<file path="src/rtl/arq_pkg.sv">
// Shared constants and access-word layout for the access request queue.
// Also used by the scheduler tree and the downstream memory port.
package arq_pkg;

    localparam int ARQ_DATA_WIDTH_DEF = 132;
    localparam int ARQ_DEPTH_DEF      = 4;

    localparam int ARQ_ADDR_W    = 64;
    localparam int ARQ_OP_W      = 4;
    localparam int ARQ_PAYLOAD_W = 64;

    // Field view of one 132-bit access word (MSB first).
    typedef struct packed {
        logic [ARQ_ADDR_W-1:0]    addr;
        logic [ARQ_OP_W-1:0]      op;
        logic [ARQ_PAYLOAD_W-1:0] payload;
    } access_word_t;

endpackage

</file>
<file path="src/rtl/arq_storage.sv">
// DEPTH x DATA_WIDTH register file for the access request queue.
// One synchronous write port, one asynchronous read port; contents not reset.
module arq_storage #(
    parameter int DATA_WIDTH = 132,
    parameter int DEPTH      = 4,
    localparam int PTR_W     = $clog2(DEPTH)
) (
    input  logic                  clk,
    input  logic                  we,
    input  logic [PTR_W-1:0]      waddr,
    input  logic [DATA_WIDTH-1:0] wdata,
    input  logic [PTR_W-1:0]      raddr,
    output logic [DATA_WIDTH-1:0] rdata
);

    logic [DATA_WIDTH-1:0] mem [DEPTH];

    // Write the accepted entry into its slot.
    always_ff @(posedge clk) begin
        if (we) begin
            mem[waddr] <= wdata;
        end
    end

    assign rdata = mem[raddr];

endmodule

</file>
<file path="src/rtl/access_request_queue.sv">
// Per-leaf request FIFO feeding the access scheduler tree.
// Optional head-age / urgent output enabled by defining ARQ_AGE_EN.
module access_request_queue
    import arq_pkg::*;
#(
    parameter int DATA_WIDTH = ARQ_DATA_WIDTH_DEF,
    parameter int DEPTH      = ARQ_DEPTH_DEF,
`ifdef ARQ_AGE_EN
    parameter int AGE_LIMIT  = 15,
`endif
    localparam int CNT_W     = $clog2(DEPTH + 1)
) (
    input  logic                  clk,
    input  logic                  rst,
    input  logic                  push,
    input  logic [DATA_WIDTH-1:0] d_IN,
    output logic                  full,
    output logic                  req,
    output logic [DATA_WIDTH-1:0] d_OUT,
    input  logic                  serv,
    output logic [CNT_W-1:0]      count,
    output logic                  overflow,
    output logic                  underflow
`ifdef ARQ_AGE_EN
    ,
    output logic                  urgent
`endif
);

    localparam int PTR_W = $clog2(DEPTH);

    logic [PTR_W-1:0]      wr_ptr;
    logic [PTR_W-1:0]      rd_ptr;
    logic [CNT_W-1:0]      count_q;
    logic [CNT_W-1:0]      count_next;
    logic                  full_q;
    logic                  ovf_q;
    logic                  unf_q;
    logic                  push_ok;
    logic                  pop_ok;
    logic [DATA_WIDTH-1:0] head;

    assign req     = (count_q != '0);
    assign push_ok = push && !full_q;
    assign pop_ok  = serv && req;

    assign count_next = count_q + CNT_W'(push_ok) - CNT_W'(pop_ok);

    arq_storage #(
        .DATA_WIDTH (DATA_WIDTH),
        .DEPTH      (DEPTH)
    ) u_storage (
        .clk   (clk),
        .we    (push_ok),
        .waddr (wr_ptr),
        .wdata (d_IN),
        .raddr (rd_ptr),
        .rdata (head)
    );

    // Pointers, occupancy and registered full flag.
    always_ff @(posedge clk) begin
        if (rst) begin
            wr_ptr  <= '0;
            rd_ptr  <= '0;
            count_q <= '0;
            full_q  <= 1'b0;
        end else begin
            if (push_ok) begin
                wr_ptr <= wr_ptr + PTR_W'(1);
            end
            if (pop_ok) begin
                rd_ptr <= rd_ptr + PTR_W'(1);
            end
            count_q <= count_next;
            full_q  <= (count_next == CNT_W'(DEPTH));
        end
    end

    // Sticky misuse flags, cleared only by reset.
    always_ff @(posedge clk) begin
        if (rst) begin
            ovf_q <= 1'b0;
            unf_q <= 1'b0;
        end else begin
            if (push && full_q) begin
                ovf_q <= 1'b1;
            end
            if (serv && !req) begin
                unf_q <= 1'b1;
            end
        end
    end

    assign full      = full_q;
    assign count     = count_q;
    assign overflow  = ovf_q;
    assign underflow = unf_q;
    assign d_OUT     = req ? head : '0;

`ifdef ARQ_AGE_EN
    localparam int AGE_W = $clog2(AGE_LIMIT + 1);

    logic [AGE_W-1:0] age_q;

    // Age of the current head entry, saturating at AGE_LIMIT.
    always_ff @(posedge clk) begin
        if (rst) begin
            age_q <= '0;
        end else if (!req || pop_ok) begin
            age_q <= '0;
        end else if (age_q != AGE_W'(AGE_LIMIT)) begin
            age_q <= age_q + AGE_W'(1);
        end
    end

    assign urgent = req && (age_q == AGE_W'(AGE_LIMIT));
`endif

endmodule

</file>
<file path="config.mk">
export PLATFORM = sky130hd
export DESIGN_NAME = access_request_queue
export DESIGN_NICKNAME = d
export VERILOG_FILES = /design/src/rtl/arq_pkg.sv /design/src/rtl/arq_storage.sv /design/src/rtl/access_request_queue.sv
export SDC_FILE = /design/constraint.sdc
export NUM_CORES = 1
export LEC_CHECK = 0
export ABC_AREA = 1
export CORE_UTILIZATION = 62
export CTS_BUF_LIST = sky130_fd_sc_hd__clkbuf_4
export DETAILED_ROUTE_END_ITERATION = 8
export PLACE_DENSITY = 0.88
export SYNTH_ARGS = -nofsm -noshare
export SYNTH_HDL_FRONTEND = slang
export SYNTH_SLANG_ARGS = --single-unit
</file>
<file path="constraint.sdc">
create_clock -name clk -period 14.6 [get_ports clk]
set_input_delay 3.65 -clock clk [delete_from_list [all_inputs] [get_ports clk]]
set_output_delay 3.65 -clock clk [all_outputs]
set_load 0.01 [all_outputs]
</file>
* Yosys cells after proc, flatten, opt, wreduce, memory -nomap -nowiden
Memory sizes are Yosys's and may differ from the RTL's. A register that Yosys moved wholly into a read port is not among the register bits.
Cells that the tools add are included.
** Storage, ports and cells
- Input bits :: 136
- Output and inout port bits :: 139
- Bits in registers :: 10
- Logic and storage cells :: 24
- Memories kept :: 1
- RAM bits :: 528
** Operators by class
- Multiplexer cells :: 5
- Reduce and logical (&&, ||, !) cells :: 7
- $add $sub $neg :: 4
- Eq/ne operators :: 1
** Memories
- u_storage.mem :: depth 4, width 132, rd ports 1, clocked after memory_dff 1, wr ports 1, line arq_storage.sv:16 : logic [DATA_WIDTH-1:0] mem [DEPTH];
** Operator list (number)
- $mux W132 :: 1
- $add A2 B1 Y2 const B :: 2
- $logic_and A1 B1 Y1 :: 4
- $mux W2 :: 2
- $add A3 B1 Y3 :: 1
- $eq A3 B3 Y1 const B :: 1
- $reduce_bool A3 Y1 :: 1
- $sub A3 B1 Y3 :: 1
- $logic_not A1 Y1 :: 2
- $mux W1 :: 2

* Longest topological paths before layout
Gate-level depths: netlist of the first run.
- Depth after elaboration :: 5
- Gate-level depth with buffers :: 13
- Gate-level depth less buffers :: 12

* Modules after synthesis
From an unflattened synthesis of the first run, not the netlist that was laid out.
** Second synthesis, totals
- Cell total of the unflattened synthesis :: 2415
- Area total of the unflattened synthesis :: 23836.6 µm²
** By module, submodules not included
- arq_storage :: times used 1, cells each 2076, seq. area each 15855.2 µm², area each 22282.6 µm²
- access_request_queue :: times used 1, cells each 339, seq. area each 200.2 µm², area each 1554.0 µm²

* Worst setup path after synthesis of the first run
Ideal clock, no wire load.
- Path type :: input -> register
- From :: input push
- To :: memory u_storage.mem[0][0], enable pin
- Slack :: 4.667 ns
- Stages on the path :: 2
- Arrival :: 9.307 ns
- Data required time :: 13.974 ns
- Setup time :: 0.626 ns
- Path buffers :: 0
- Cell sequence :: nand2_1 nor2_1
** Between the ends
- Word-level cells in the longest chain between the ends :: 3
** RTL lines
- start, declared :: line access_request_queue.sv:15 : input logic push,
- $logic_and A1 B1 Y1 :: line access_request_queue.sv:44 : assign push_ok = push && !full_q;
- $mux W1 :: line arq_storage.sv:20 : if (we) begin
- $mux W1 (implied by the code) :: line arq_storage.sv:21 : mem[waddr] <= wdata;
- end, declared :: line arq_storage.sv:16
No other way between the ends.

==> impl_metrics.json, run 1 <==
{
  "maxSlewHeadroom_pct": 27.2,
  "tns_ns": 0,
  "clk_pin_slew_worst_paths_ns": 0.07,
  "core_mm2": 0.0349,
  "worstSetupEndpoint": "d_OUT[38]",
  "cts_setup_buffers": 0,
  "criticalPathCategory": "reg -> out",
  "cts-root-buf": "clkbuf_4",
  "gr-total-overflow": 0,
  "routabilityCongestion": 0.786,
  "worstPathArrival_ns": 4.23,
  "setup_slack_ns": 6.72,
  "die_w_um": 191,
  "path_common_cell": "nand2_1",
  "cp_max_fo": 86,
  "wirelength_mm": 51.1,
  "synth.distinct_cells": 17,
  "slew_violations": 0,
  "powerDensity_mw_per_mm2": 180,
  "grt_pass1_vias": 15800,
  "place_ws_ns": 7.64,
  "slowest_stage": "buf_4",
  "max_stage_delay_ns": 0.84,
  "seq_area_frac_synth_pct": 72.4,
  "p_leak_nw": 11.1,
  "vias": 15600,
  "syn_to_final_growth_pct": 20.9,
  "cp_top_family": "buffers and inverters",
  "first_iter_violations": 1153,
  "crit_chain": "buf_4 -> buf_4 -> nand2_1 -> nand2_1 -> nand2_1 -> a21oi_1 -> clkdlybuf4s50_1",
  "cp-end-kind": "output pin",
  "drive_gt1_share_pct": 9.39,
  "ys_warn_count": 0,
  "htree_levels": 4,
  "firstDrtPassIters": 5,
  "min_path_type": "reg -> reg",
  "grt_pass1_wl_mm": 78.1,
  "cp.required_ns": 10.95,
  "timing.final.crit_share_pct": 54.0,
  "regToRegEndpoint": "full",
  "ff2ff_setup_slack_ns": 11.54,
  "avgSynthCellArea_um2": 11.0,
  "ctsHoldBuffers": 0,
  "cp.depth": 7,
  "io_pins": 275,
  "reg2reg_from": "count[1]",
  "wl_per_cell_um": 17.6,
  "worst_pin_slew_ns": 1.09,
  "period_minus_slack_ns": 7.88,
  "clk_path_buf_depth": 3,
  "dieArea_mm2": 0.0366,
  "cts.sinks": 540,
  "critPathBufInv": 3,
  "drv_cap": 0,
  "grt_max_degree": 176,
  "drc": 0,
  "insertion_delay_ns": 0.81,
  "startpoint_type": "flop",
  "setup_viol": 0,
  "start_util_pct": 63.7,
  "port_buffers": 274,
  "rsz0062_at_grt": "no",
  "cts_resized": 0,
  "synth-seq-cells": 540,
  "syn_area_mm2": 0.0222,
  "grt_usage_pct": 28.1,
  "dp_hpwl_mm": 28.2,
  "outcome": "finished, final reports clean",
  "hold_violations": 0,
  "ant_nets": 0,
  "reg2regPathDepth": 12,
  "routed_via_density": 5.38,
  "vdd_drop_max_mv": 0.192,
  "nets": 2496,
  "cts_buffers": 136,
  "cts_tree": "yes",
  "syn_inst": 2027,
  "finClkSkew_ns": 0.0429,
  "fp.dieH_um": 191,
  "num_rows": 68,
  "antenna_found_initial": 11,
  "fmax_mhz": 127,
  "synth_nets": 2170
}
[worst register-to-register path, cell delays in order (launching register included)]
cell     delay (ns)
dfxtp_1        0.37
nor2_1         0.14
nand2_2        0.14
inv_4          0.80
nor2_1         0.13
ha_1           0.34
inv_1          0.05
ha_1           0.19
fa_1           0.42
inv_1          0.08
nand3_1        0.08
nand3_1        0.14
nor2_1         0.07
[layout by cell type (no fill, tap or decap), types with 6 or more instances in the layout]
master | netlist | layout
dfxtp_1 | 12 | 10
nand3_1 | 136 | 136
ha_1 | 6 | 6
clkbuf_4 | 0 | 194
nand2_1 | 803 | 803
inv_1 | 283 | 283
clkinv_1 | 0 | 20
a21oi_1 | 138 | 138
edfxtp_1 | 528 | 528
nor2_1 | 13 | 9
clkdlybuf4s50_1 | 0 | 274
buf_4 | 9 | 14
[report_power, final]
| part | internal (mW) | leakage (nW) | switching, mW |
|---|---|---|---|
| clock | 0.676 | 1.01 | 0.560 |
| sequential | 1.92 | 4.94 | 0.0635 |
| combinational | 0.663 | 5.19 | 0.969 |
| total | 3.26 | 11.1 | 1.59 |
[state kept, by name, summed over array words and instances, names as in the netlist, named ones only]
register and cells:
u_storage.mem 528, count 3, rd_ptr 2, wr_ptr 2
full 1, overflow 1, underflow 1
[cell type report]
type                       count  area (µm²)
tap                          455         569
fill                        2071        8000
antenna                        4        10.0
multi-input combinational   1100        4580
clock buffer                 194        1460
inverter                     286        1090
sequential                   540       16100
timing repair buffer         289        2870
clock inverter                30         220
[cell families after synthesis]
group                    count (synthesis)  synth area share (%)
AO/OA/AOI/OAI                          140                  3.15
flip-flops                             540                  72.4
AND/OR/NAND/NOR                        953                  16.9
buffers and inverters                  387                  7.15
adder cells (fa/ha/maj)                  7                 0.428
[worst min path at each step]
| stage | startpoint | to | slack [ns] | cells after the start |
|---|---|---|---|---|
| finish | underflow | underflow | 0.46 | 2 |
| floorplan | rd_ptr[0] | flop | 0.45 | 2 |
| CTS | underflow | underflow | 0.47 | 2 |
| detailed placement | underflow | underflow | 0.45 | 2 |
| global placement | underflow | underflow | 0.44 | 2 |
| global route | underflow | underflow | 0.47 | 2 |
[synthesized netlist by cell type]
| master | instances | area, µm² |
|---|---|---|
| o21ai_0 | 2 | 10.0 |
| inv_2 | 3 | 11.3 |
| buf_1 | 1 | 3.75 |
| buf_2 | 77 | 385 |
| buf_6 | 1 | 11.3 |
| clkbuf_1 | 13 | 48.8 |
| fa_1 | 1 | 20.0 |
| inv_1 | 283 | 1060 |
| ha_1 | 6 | 75.1 |
| nand2_1 | 803 | 3010 |
| nor2_1 | 13 | 48.8 |
| nand3_1 | 136 | 681 |
| edfxtp_1 | 528 | 15900 |
| buf_4 | 9 | 67.6 |
| nand2_2 | 1 | 6.26 |
| dfxtp_1 | 12 | 240 |
| a21oi_1 | 138 | 691 |
[metal layers]
metal	track usage [%]	up-vias	wire length, µm
met5	0	-	78
met4	12.4	12	1100
met3	9.29	107	5380
met2	47.3	742	25800
met1	33.0	7419	18700
li1	-	7316	-
[per-stage QoR]
stage / hold WS [ns] / util (%) / area, µm² / power (mW) / std cells
2_1_floorplan: 0.448 / - / 22200 / 2.87 / 2027
3_3_place_gp: 0.442 / 72.2 / 25200 / 3.58 / 2670
3_5_place_dp: 0.454 / 72.2 / 25200 / 3.63 / 2670
4_1_cts: 0.467 / 77.1 / 26900 / 4.88 / 2894
5_1_grt: 0.471 / 77.1 / 26900 / 5.10 / 2897
6_report: 0.465 / 77.1 / 26900 / 4.85 / 2898
Power figures use the tool's default switching activity.
==> inputs of run 2 (changes only) <==
CORE_UTILIZATION = 58   (was 62)
PLACE_DENSITY = 0.83   (was 0.88)
clock period = 7.78 ns   (was 14.6 ns; I/O delays follow)
==> impl_metrics.json, run 2 (synthesized netlist as in run 1, its figures left out) <==
{
  "routed_via_density": 5.23,
  "die_w_um": 198,
  "maxSlewHeadroom_pct": 22.6,
  "ctsHoldBuffers": 0,
  "vias": 15600,
  "hold_end": "underflow",
  "grt_max_degree": 215,
  "max_stage_delay_ns": 0.70,
  "grt_usage_pct": 26.9,
  "postLayoutCoreUtil_pct": 71.9,
  "grt_pass1_wl_mm": 80.0,
  "hold_violations": 0,
  "power.total_mw": 9.17,
  "cts.sinks": 540,
  "drc": 0,
  "gr-total-overflow": 0,
  "grt_pass1_vias": 15900,
  "finClkSkew_ns": 0.0356,
  "wirelength_mm": 51.6,
  "cts_buffers": 137,
  "top_register": "u_storage.mem",
  "dp_cells": 2729,
  "cts_setup_buffers": 0,
  "p_clk_share_pct": 26.0,
  "cts_tree": "yes",
  "io_pins": 275,
  "final_common_cell": "nand2_1",
  "fmax_mhz": 172,
  "syn_to_final_growth_pct": 21.9,
  "routabilityCongestion": 0.764,
  "port_buffers": 274,
  "path_common_cell": "nand2_1",
  "p_leak_nw": 11.2,
  "reg2reg_from": "count[1]",
  "ant_nets": 0,
  "largest_reg_flops": 528,
  "drive_gt1_share_pct": 10.0,
  "clk_pin_slew_worst_paths_ns": 0.07,
  "wl_per_cell_um": 17.3,
  "tns_ns": 0,
  "nets": 2500,
  "worst_pin_slew_ns": 1.16,
  "cp_max_fo": 128,
  "seqPwrFrac_pct": 40.6,
  "cts_resized": 0,
  "rsz0062_at_grt": "no",
  "outcome": "finished, final reports clean",
  "place_area_mm2": 0.0253,
  "clk_path_buf_depth": 3,
  "regToRegEndpoint": "full",
  "cellInternalPower_mw": 6.15,
  "drv_cap": 0,
  "layout_common_cells": "nand2_1 (803), edfxtp_1 (528), inv_1 (283)",
  "fillers": 2531,
  "period_minus_slack_ns": 5.81,
  "cts-root-buf": "clkbuf_4",
  "dieArea_mm2": 0.0391,
  "antenna_found_initial": 8,
  "ff2ff_setup_slack_ns": 5.06,
  "first_iter_violations": 1221,
  "cp.required_ns": 5.84,
  "hp-start": "underflow",
  "num_rows": 71,
  "p_sw_mw": 3.01,
  "worstPathArrival_ns": 3.87,
  "insertion_delay_ns": 0.81,
  "powerDensity_mw_per_mm2": 338,
  "swShare_pct": 32.9,
  "vdd_drop_max_mv": 0.284,
  "slew_violations": 0,
  "crit_chain": "inv_8 -> buf_4 -> nand2_1 -> nand2_1 -> nand2_1 -> a21oi_1 -> clkdlybuf4s50_1",
  "layoutNonFillerInstCount": 2977,
  "firstDrtPassIters": 7,
  "criticalPathCategory": "reg -> out",
  "min_path_type": "reg -> reg",
  "slowest_stage": "buf_4",
  "start_util_pct": 59.0,
  "reg2regPathDepth": 12,
  "startpoint_type": "flop",
  "htree_levels": 4,
  "setup_viol": 0,
  "holdPathStages": 2,
  "pwr-share-comb_pct": 33.4,
  "fp.dieH_um": 198,
  "final_cell_area_mm2": 0.0271,
  "dp_hpwl_mm": 28.9,
  "core_mm2": 0.0377,
  "timing.final.crit_share_pct": 74.7,
  "cp-end-kind": "output pin"
}
run 2: cell count changes in the layout (fill, tap and decap cells not counted):
cell / before / now
inv_2: 4 / 7
clkinv_1: 20 / 25
buf_12: 1 / 3
clkbuf_4: 194 / 205
buf_4: 14 / 15
clkinv_2: 2 / 3
diode_2: 4 / 5
bufinv_16: 4 / 3
run 2: layout make-up:
cell class	count	area, µm²	share of cell area (%)
inverter	286	1090	4.01
clock inverter	38	225	0.831
sequential	540	16100	59.4
clock buffer	205	1540	5.68
timing repair buffer	292	2920	10.8
antenna	5	12.5	0.0462
multi-input combinational	1100	4580	16.9
tap	511	639	2.36
run 2: how the worst max path moves through the flow:
stage,start,endpoint,cells after the start
floorplan,push,u_storage.mem[0][0],2
detailed placement,flop,d_OUT[55],7
finish,flop,d_OUT[55],7
CTS,flop,d_OUT[55],7
global route,flop,d_OUT[55],7
global placement,flop,d_OUT[55],7
run 2: metrics by stage:
| step | setup WS, ns | hold WS (ns) |
|---|---|---|
| after floorplan | -0.448 | 0.448 |
| after global placement | 2.87 | 0.444 |
| after detailed placement | 2.82 | 0.449 |
| after CTS | 1.91 | 0.464 |
| after global routing | 1.69 | 0.487 |
| final | 1.97 | 0.463 |
run 2: worst max-delay path, delay by kind of cell, from the launching register on:
kind	cells	cell delay (ns)
buffers and inverters	3	1.89
DFF	1	0.54
and+or+nand+nor	3	0.28
AOI/OAI and AO/OA	1	0.28
run 2: power groups by stage:
| stage | Combinational (mW) | Clock (mW) | Sequential (mW) |
|---|---|---|---|
| after floorplan | 1.58 | 0 | 3.80 |
| after global placement | 2.98 | 0 | 3.76 |
| after detailed placement | 3.04 | 0 | 3.78 |
| after CTS | 3.07 | 2.44 | 3.72 |
| after global routing | 3.34 | 2.59 | 3.75 |
| final | 3.07 | 2.38 | 3.72 |
run 2: routing by layer:
metal / track usage [%] / routed length (µm)
met4: 11.0 / 1130
met3: 7.32 / 4950
met2: 44.9 / 25600
met1: 33.4 / 19900
met5: 0 / 39
